--- config.mk ---
export PLATFORM = sky130hd
export DESIGN_NAME = paketleme_param
export DESIGN_NICKNAME = d
export VERILOG_FILES = /design/src/rtl/paketleme_param.sv
export SDC_FILE = /design/constraint.sdc
export NUM_CORES = 1
export LEC_CHECK = 0
export ABC_CLOCK_PERIOD_IN_PS = 2000
export CAP_MARGIN = 40
export CORE_AREA = 8 8 108 110
export CTS_CLUSTER_DIAMETER = 200
export DETAILED_ROUTE_END_ITERATION = 10
export DIE_AREA = 0 0 116 118
export GPL_TIMING_DRIVEN = 0
export MAX_ROUTING_LAYER = met4
export PLACE_DENSITY_LB_ADDON = 0.1
export SYNTH_ARGS = -nofsm -noshare
export SYNTH_HDL_FRONTEND = slang
export SYNTH_SLANG_ARGS = --single-unit
--- constraint.sdc ---
create_clock -name saat -period 2 [get_ports saat]
set_input_delay 0.3 -clock saat [delete_from_list [all_inputs] [get_ports saat]]
set_output_delay 0.3 -clock saat [all_outputs]
set_load 0.01 [all_outputs]
--- src/rtl/paketleme_param.sv ---
// ---------------------------------------------------------------------------
// paketleme_param
//
// Packaging controller between the inspection stage and the shipping stage.
// Fills a runtime number of boxes (kutu_hedefi), each holding a runtime number
// of phones (kapasite). Phones that fail inspection are counted as rejects.
// Each closed box may optionally get a banderole that takes BANDROL_CYC
// cycles. Every closed box adds a fixed cost, plus an extra cost when a
// banderole is applied; the cost accumulator saturates.
//
// Handshake: a phone is taken on a rising edge where kontrol_gecerli=1 and
// hazir=1. hazir is a pure state decode (1 only while filling); phones
// offered while hazir=0 are dropped and never counted. There is no
// back-pressure on the inspection stage.
//
// Ports:
//   saat            in   clock, rising edge
//   reset           in   asynchronous, active-low reset
//   basla           in   start level (must drop after a job before restart)
//   kontrol_gecerli in   a phone is presented this cycle
//   kontrol_sonucu  in   1 = pass, 0 = reject
//   kapasite        in   [W]  phones per box, latched at start
//   kutu_hedefi     in   [K]  boxes per job, latched at start
//   bandrol         in   apply banderole to each box, latched at start
//   hazir           out  block accepts a phone this cycle
//   bitti           out  job complete
//   telefon_sayisi  out  [W]  phones in the current box
//   reddedilen      out  [W]  rejected phones this job (saturating)
//   kutu_sayisi     out  [K]  boxes completed this job
//   maliyet         out  [C]  accumulated cost (saturating)
//
// The FSM state is held in r_durum (type durum_t) for observation.
// ---------------------------------------------------------------------------
module paketleme_param #(
    parameter int W               = 10,
    parameter int K               = 4,
    parameter int C               = 8,
    parameter int BANDROL_CYC     = 3,
    parameter int TEMEL_MALIYET   = 2,
    parameter int BANDROL_MALIYET = 1
) (
    input  logic         saat,
    input  logic         reset,
    input  logic         basla,
    input  logic         kontrol_gecerli,
    input  logic         kontrol_sonucu,
    input  logic [W-1:0] kapasite,
    input  logic [K-1:0] kutu_hedefi,
    input  logic         bandrol,
    output logic         hazir,
    output logic         bitti,
    output logic [W-1:0] telefon_sayisi,
    output logic [W-1:0] reddedilen,
    output logic [K-1:0] kutu_sayisi,
    output logic [C-1:0] maliyet
);

    typedef enum logic [2:0] {
        BOSTA   = 3'd0,
        DOLUM   = 3'd1,
        KAPAT   = 3'd2,
        BANDROL = 3'd3,
        BITTI   = 3'd4
    } durum_t;

    // Banderole cycle counter runs 0 .. BANDROL_CYC-1.
    localparam int BW = (BANDROL_CYC > 1) ? $clog2(BANDROL_CYC) : 1;
    localparam logic [BW-1:0] BANDROL_SON = BW'(BANDROL_CYC - 1);

    // Cost is summed one bit wider than the accumulator so overflow is
    // visible in the top bit and can be clamped.
    localparam int CW = C + 1;
    localparam logic [CW-1:0] ARTIS_TEMEL = CW'(TEMEL_MALIYET);
    localparam logic [CW-1:0] ARTIS_BAND  = CW'(TEMEL_MALIYET + BANDROL_MALIYET);

    durum_t         r_durum;
    logic [W-1:0]   r_kap;
    logic [K-1:0]   r_hedef;
    logic           r_bandrol;
    logic [W-1:0]   r_tel;
    logic [W-1:0]   r_red;
    logic [K-1:0]   r_kutu;
    logic [C-1:0]   r_maliyet;
    logic [BW-1:0]  r_bcnt;

    durum_t         w_durum_n;
    logic [W-1:0]   w_kap_n;
    logic [K-1:0]   w_hedef_n;
    logic           w_bandrol_n;
    logic [W-1:0]   w_tel_n;
    logic [W-1:0]   w_red_n;
    logic [K-1:0]   w_kutu_n;
    logic [C-1:0]   w_maliyet_n;
    logic [BW-1:0]  w_bcnt_n;

    logic           w_commit;
    logic [W-1:0]   w_tel_inc;
    logic [K-1:0]   w_kutu_inc;
    logic [CW-1:0]  w_maliyet_toplam;
    logic [C-1:0]   w_maliyet_sat;

    assign w_tel_inc        = r_tel + W'(1);
    assign w_kutu_inc       = r_kutu + K'(1);
    assign w_maliyet_toplam = {1'b0, r_maliyet} + (r_bandrol ? ARTIS_BAND : ARTIS_TEMEL);
    assign w_maliyet_sat    = w_maliyet_toplam[C] ? {C{1'b1}} : w_maliyet_toplam[C-1:0];

    // Next-state and datapath decode.
    always_comb begin
        w_durum_n   = r_durum;
        w_kap_n     = r_kap;
        w_hedef_n   = r_hedef;
        w_bandrol_n = r_bandrol;
        w_tel_n     = r_tel;
        w_red_n     = r_red;
        w_kutu_n    = r_kutu;
        w_maliyet_n = r_maliyet;
        w_bcnt_n    = r_bcnt;
        w_commit    = 1'b0;

        case (r_durum)
            BOSTA: begin
                // Counters hold here until a new start clears them.
                if (basla) begin
                    w_kap_n     = kapasite;
                    w_hedef_n   = kutu_hedefi;
                    w_bandrol_n = bandrol;
                    w_tel_n     = '0;
                    w_red_n     = '0;
                    w_kutu_n    = '0;
                    w_maliyet_n = '0;
                    w_bcnt_n    = '0;
                    // An empty job completes at once.
                    if ((kapasite == '0) || (kutu_hedefi == '0)) begin
                        w_durum_n = BITTI;
                    end else begin
                        w_durum_n = DOLUM;
                    end
                end
            end
            DOLUM: begin
                if (kontrol_gecerli) begin
                    if (kontrol_sonucu) begin
                        w_tel_n = w_tel_inc;
                        if (w_tel_inc == r_kap) begin
                            w_durum_n = KAPAT;
                        end
                    end else if (r_red != {W{1'b1}}) begin
                        w_red_n = r_red + W'(1);
                    end
                end
            end
            KAPAT: begin
                if (r_bandrol) begin
                    w_durum_n = BANDROL;
                    w_bcnt_n  = '0;
                end else begin
                    w_commit = 1'b1;
                end
            end
            BANDROL: begin
                if (r_bcnt == BANDROL_SON) begin
                    w_commit = 1'b1;
                end else begin
                    w_bcnt_n = r_bcnt + BW'(1);
                end
            end
            BITTI: begin
                // A held start level does not re-trigger a job.
                if (!basla) begin
                    w_durum_n = BOSTA;
                end
            end
            default: begin
                w_durum_n = BOSTA;
            end
        endcase

        // Box commit: shared by the plain close and the banderole path.
        if (w_commit) begin
            w_kutu_n    = w_kutu_inc;
            w_maliyet_n = w_maliyet_sat;
            if (w_kutu_inc == r_hedef) begin
                w_durum_n = BITTI;   // last box stays visible as full
            end else begin
                w_tel_n   = '0;
                w_durum_n = DOLUM;
            end
        end
    end

    always_ff @(posedge saat or negedge reset) begin
        if (!reset) begin
            r_durum   <= BOSTA;
            r_kap     <= '0;
            r_hedef   <= '0;
            r_bandrol <= 1'b0;
            r_tel     <= '0;
            r_red     <= '0;
            r_kutu    <= '0;
            r_maliyet <= '0;
            r_bcnt    <= '0;
        end else begin
            r_durum   <= w_durum_n;
            r_kap     <= w_kap_n;
            r_hedef   <= w_hedef_n;
            r_bandrol <= w_bandrol_n;
            r_tel     <= w_tel_n;
            r_red     <= w_red_n;
            r_kutu    <= w_kutu_n;
            r_maliyet <= w_maliyet_n;
            r_bcnt    <= w_bcnt_n;
        end
    end

    assign hazir          = (r_durum == DOLUM);
    assign bitti          = (r_durum == BITTI);
    assign telefon_sayisi = r_tel;
    assign reddedilen     = r_red;
    assign kutu_sayisi    = r_kutu;
    assign maliyet        = r_maliyet;

endmodule
Word-level counts from Yosys, hierarchy flattened

Index checks and enable logic that the tools add are counted.

Register bits: 52
Bits of input ports: 20
Output and inout port bits: 34
Word-level logic and storage cells: 84

Add/subtract/negate cells: 5
Equal/unequal tests: 21
Muxes and demuxes: 36
Reduce and logical (&&, ||, !) cells: 13

Operators with widths:

| cell                                                  | count |
|---|---|
| 2-to-1 mux 10 bit                                     | 9 |
| case mux 10 bit (2 select lines)                      | 2 |
| 2-to-1 mux 8 bit                                      | 4 |
| 2-to-1 mux 3 bit                                      | 9 |
| adder 10 x 1 -> 10 bit, second input constant         | 2 |
| case mux 3 bit (5 select lines)                       | 1 |
| 2-to-1 mux 4 bit                                      | 3 |
| inequality test 2 bit, second input constant          | 6 |
| equality test 10 bit                                  | 1 |
| logical NOT 10 bit                                    | 1 |
| inequality test 10 bit, second input constant         | 1 |
| adder 8 x 2 -> 9 bit                                  | 1 |
| inequality test 3 x 2 -> 1 bit, second input constant | 3 |
| AND reduction 7 bit                                   | 1 |
| equality test 3 x 2 -> 1 bit, second input constant   | 2 |
| 2-to-1 mux 2 bit                                      | 3 |
| inequality test 3 bit, second input constant          | 2 |
| case mux 2 bit (3 select lines)                       | 1 |
| nonzero test 2 bit                                    | 3 |
| AND reduction 5 bit                                   | 1 |
| adder 4 x 1 -> 4 bit, second input constant           | 1 |
| equality test 4 bit                                   | 1 |
| logical NOT 4 bit                                     | 1 |
| AND reduction 2 bit                                   | 2 |
| other kinds (12)                                      | 14 |

Longest topological paths before layout

Word-level depth: 7
Mapped depth: 9
Gate-level depth less buffers: 9

Least setup slack after synthesis

No wires, ideal clock.

Kind: register to register
Start point: register r_tel[0] (netlist: telefon_sayisi[0])
End point: register r_durum[0]
Setup time: 0.128 ns
Arrival time: 1.858 ns
Required time: 1.872 ns
Slack: 0.013 ns
Cell stages (with the launch flop): 9
Path buffers: 1
Clock period less this slack: 1.987 ns
Path through: dfrtp_1 > ha_1 > clkbuf_1 > nand2_1 > or3_1 > o22ai_1 > o2111a_1 > a41o_1 > a21oi_1

Longest elaborated chain between the ends: 4

RTL lines:

| element                                         | RTL line | text |
|---|---|---|
| from (decl)                                     | 80       | `logic [W-1:0] r_tel;` |
| from (signal assigned)                          | 207      | `r_tel <= w_tel_n;` |
| adder 10 x 1 -> 10 bit                          | 102      | `assign w_tel_inc = r_tel + W'(1);` |
| equality test 10 bit                            | 144      | `if (w_tel_inc == r_kap) begin` |
| inequality test 3 x 1 -> 1 bit (no source line) | -        |  |
| AND reduction 7 bit (no source line)            | -        |  |
| to (signal assigned)                            | 203      | `r_durum <= w_durum_n;` |
| to (decl)                                       | 76       | `durum_t r_durum;` |

No other way between the ends.
A chain may end at the register's enable or synchronous reset.

Final worst setup path

Ends and elaborated chain as after synthesis.

==> results.md <==
- Pwr dens: 1060 nW/um2
- GRT Util Overall: 0.135
- Largest stage delay, worst path: 0.44 ns
- Path length in cells of the critical path: 7
- Clock Sink Count: 52
- Int Pwr: 2.51 mW
- Cell family with most CP delay: compound AO/OA/AOI/OAI gates
- Register area: 1310 um2
- Setup TNS Final: 0 ns
- Seq pwr share: 0.389
- Root buffer selected by CTS: clkbuf_8
- Crit path cell chain: buf_4 > nand3_2 > a311oi_1 > nor3_1 > a41oi_1 > a41o_1 > a21oi_1
- Clock-pin transition on the worst setup and hold timing paths: 0.10 ns
- Fraction of registers with async set/reset: 1.00
- Vias in the first global route: 2,788
- Port Buffer Count: 53
- Top-Level Pins: 54
- Status: complete, no violations
- Share of cells above drive strength 1: 0.123
- R2R Path Start: telefon_sayisi[0]$_DFF_PN0_
- TritonCTS clock tree: yes
- Warning count from the yosys run: 0
- Clock Power Share: 0.158
- Initial Utilization: 0.310
- Syn nets: 389
- Antenna diodes: 0
- Vert. Die Dim: 118 um
- Reg2reg path depth: 7
- Die width: 116 um
- Startpoint types: flip-flop
- Relative slew slack: 0.636
- Yosys reg bits: 52
- Overflow after GRT: 0
- Worst-Margin Slew: 0.546 ns
- Sw Share: 0.412
- CP required: 2.20 ns
- Synth Cell Area: 3100 um2
- Syn Area/Cell: 8.54 um2
- Largest net degree at the start of global routing: 35
- Total wire length: 8870 um
- Yosys cell types: 57
- DP Area: 3820 um2
- Max VDD drop: 0.429 mV
- Area Growth Syn to Fin: 29.8%
- Worst EP arrival: 2.11 ns
- Final Hold Fails: 0
- # rows: 37
- Dpl hpwl: 6640 um
- Max Clock Freq: 522 MHz
- Ys flop type: dfrtp_1
- Sequential share of the synthesized area: 0.420
- Initial antenna violation count: 0
- Reg2reg end: r_durum[0]$_DFFE_PN0P_
- FILL cells: 1,052
- Fin Hold WS: 0.471 ns
- Worst Setup SP: telefon_sayisi[0]$_DFF_PN0_
- Post-route cell area: 4030 um2
- Vias/cell: 5.03
- CTS max path bufs: 2
- Buf/Inv on CP: 1
- CTS buffer count: 5
- Combinational power share: 0.453
- Router iterations before antenna repair: 4
- Number of nets in the layout: 457
- Post-route minimum period: 1.91 ns
- CTS H-tree depth: 2
- Wirelength per Cell: 15.6 um
- Min-delay worst type: input port to async pin
- First-pass GRT wire length: 14,500 um
- Switch Pwr: 1.76 mW
- CP endpoint: r_durum[0]$_DFFE_PN0P_
- Initial DRC Count: 116
- Post-synth EDFFs: 0
- Core area: 10000 um2
- CP Max Fanout: 8
- Die ar.: 13,700 um2
- Final period util: 0.957
- P_leak: 1.71 nW
- Final ANT Viol Nets: 0
- DR vias: 2,858
- Worst R2R Setup Slack: 0.09 ns
- Slew Limit Fails: 0
- Fin Clk Skew: 0.00569 ns
- Overall power: 4.26 mW
- Clock Latency Late Sink: 0.31 ns
- Mapped Cells: 363
- Routability cong.: 0.865
- Max-cap violations: 0
- DRC: 0
- CP Capture Type: flip-flop
- Finish-stage setup viols: 0
- Critical-path top delay cell: dfrtp_2
- Multi-input gate area: 1740 um2
- CP Class: flip-flop to flip-flop
[cell usage after synthesis (7+ instances only)]
master    instances  area (um2)
a21oi_1          21         105
xnor2_1           7        61.3
a31oi_1           9        56.3
nand2_1          68         255
nand3_1          18        90.1
nor2_1           28         105
dfrtp_1          52        1300
and2_1            8        50.1
xor2_1           13         114
nor3_1            9        45.0
clkbuf_1          8        30.0
inv_1             9        33.8
o21ai_0          21         105
[placed cells by master (no fill, tap or decap), types with 3 or more instances in the layout]
cell             synthesis  final
a211oi_1                 4      4
a21oi_1                 21     21
a31oi_1                  9      9
and2_1                   8      8
and3_1                   6      6
buf_2                    5      6
buf_4                    1      9
clkbuf_1                 8      5
clkbuf_8                 0      6
clkdlybuf4s50_1          0     50
dfrtp_1                 52     46
dfrtp_2                  0      6
ha_1                     6      4
inv_1                    9      8
nand2_1                 68     66
nand3_1                 18     17
nand4_1                  6      6
nor2_1                  28     27
nor2b_1                  3      3
nor3_1                   9      9
nor4_1                   4      4
o21a_1                   3      3
o21ai_0                 21     19
o21ai_1                  2      3
o22ai_1                  3      3
or3_1                    5      5
xnor2_1                  7      7
xor2_1                  13     13
[how the worst min path moves through the flow]
stage | start | end | slack [ns] | depth (start not counted)
finish | reset | reddedilen[9]$_DFFE_PN0P_ | 0.47 | 2
global route | reset | reddedilen[8]$_DFFE_PN0P_ | 0.51 | 2
CTS | reset | reddedilen[9]$_DFFE_PN0P_ | 0.49 | 2
detailed placement | reset | reddedilen[9]$_DFFE_PN0P_ | 0.29 | 1
global placement | r_kap[0]$_DFFE_PN0P_ | r_kap[0]$_DFFE_PN0P_ | 0.49 | 2
floorplan | reset | kutu_sayisi[0]$_DFFE_PN0P_ | 0.004 | 0
[metrics by stage]
| stage | worst slack (ns) | util | instances |
|---|---|---|---|
| detailed placement | -0.285 | 0.382 | 553 |
| global placement | -1.21 | 0.380 | 552 |
| floorplan | 0.0134 | - | 363 |
| finish | 0.0854 | 0.403 | 568 |
| global route | -0.00207 | 0.403 | 568 |
| CTS | 0.0238 | 0.396 | 563 |
[metal layers]
layer / global-route usage / vias to the layer above / share of wire
li1: - / 1430 / -
met1: 0.176 / 1362 / 0.47
met2: 0.211 / 56 / 0.47
met3: 0.0210 / 10 / 0.036
met4: 0.0365 / 0 / 0.015
met5: - / - / 0
[repair_timing]
| action | in CTS | in global routing |
|---|---|---|
| buffers inserted | 3 | 5 |
| endpoints found under the setup margin | 16 | 10 |
| pin swaps | 1 | 1 |
| endpoints found under the hold margin | 18 | 0 |
| hold buffers | 1 | 0 |
| gates resized for setup | 13 | 9 |
[area by class of cell]
| cell class | instances | area share |
|---|---|---|
| plain buffers | 13 | 0.0168 |
| clock inverters | 2 | 0.00342 |
| repair buffers | 63 | 0.152 |
| inverters | 9 | 0.00839 |
| flip-flops and latches | 52 | 0.325 |
| well taps | 136 | 0.0423 |
| multi-input cells | 287 | 0.431 |
| clock buffers | 6 | 0.0205 |
[worst reg2reg max path, cell delays in order, from the launching register on]
cell	delay (ns)
dfrtp_2	0.44
buf_4	0.16
nand3_2	0.17
a311oi_1	0.31
nor3_1	0.10
a41oi_1	0.35
a41o_1	0.23
a21oi_1	0.06
[power by group through the flow]
stage               clock (mW)  combinational [mW]  sequential [mW]
floorplan                    0                1.14             1.63
global placement             0                1.78             1.67
detailed placement           0                1.80             1.68
CTS                      0.702                1.86             1.67
global route             0.736                2.17             1.71
finish                   0.673                1.93             1.66
[flip-flops by register name, indices dropped and copies added (netlist names), 2 cells and up]
| signal | count |
|---|---|
| kutu_sayisi | 4 |
| r_durum | 3 |
| r_bcnt | 2 |
| r_kap | 10 |
| maliyet | 8 |
| r_hedef | 4 |
| telefon_sayisi | 10 |
| reddedilen | 10 |
[kinds of logic after synthesis]
family,synth area share
AOI/OAI and AO/OA,0.178
xor gates and xnor gates,0.0565
adders and majority gates,0.0274
buffers and inverters,0.0347
DFF,0.420
muxes,0.0105
and+or+nand+nor,0.273
No activity file was read; power rests on OpenSTA's default activity.
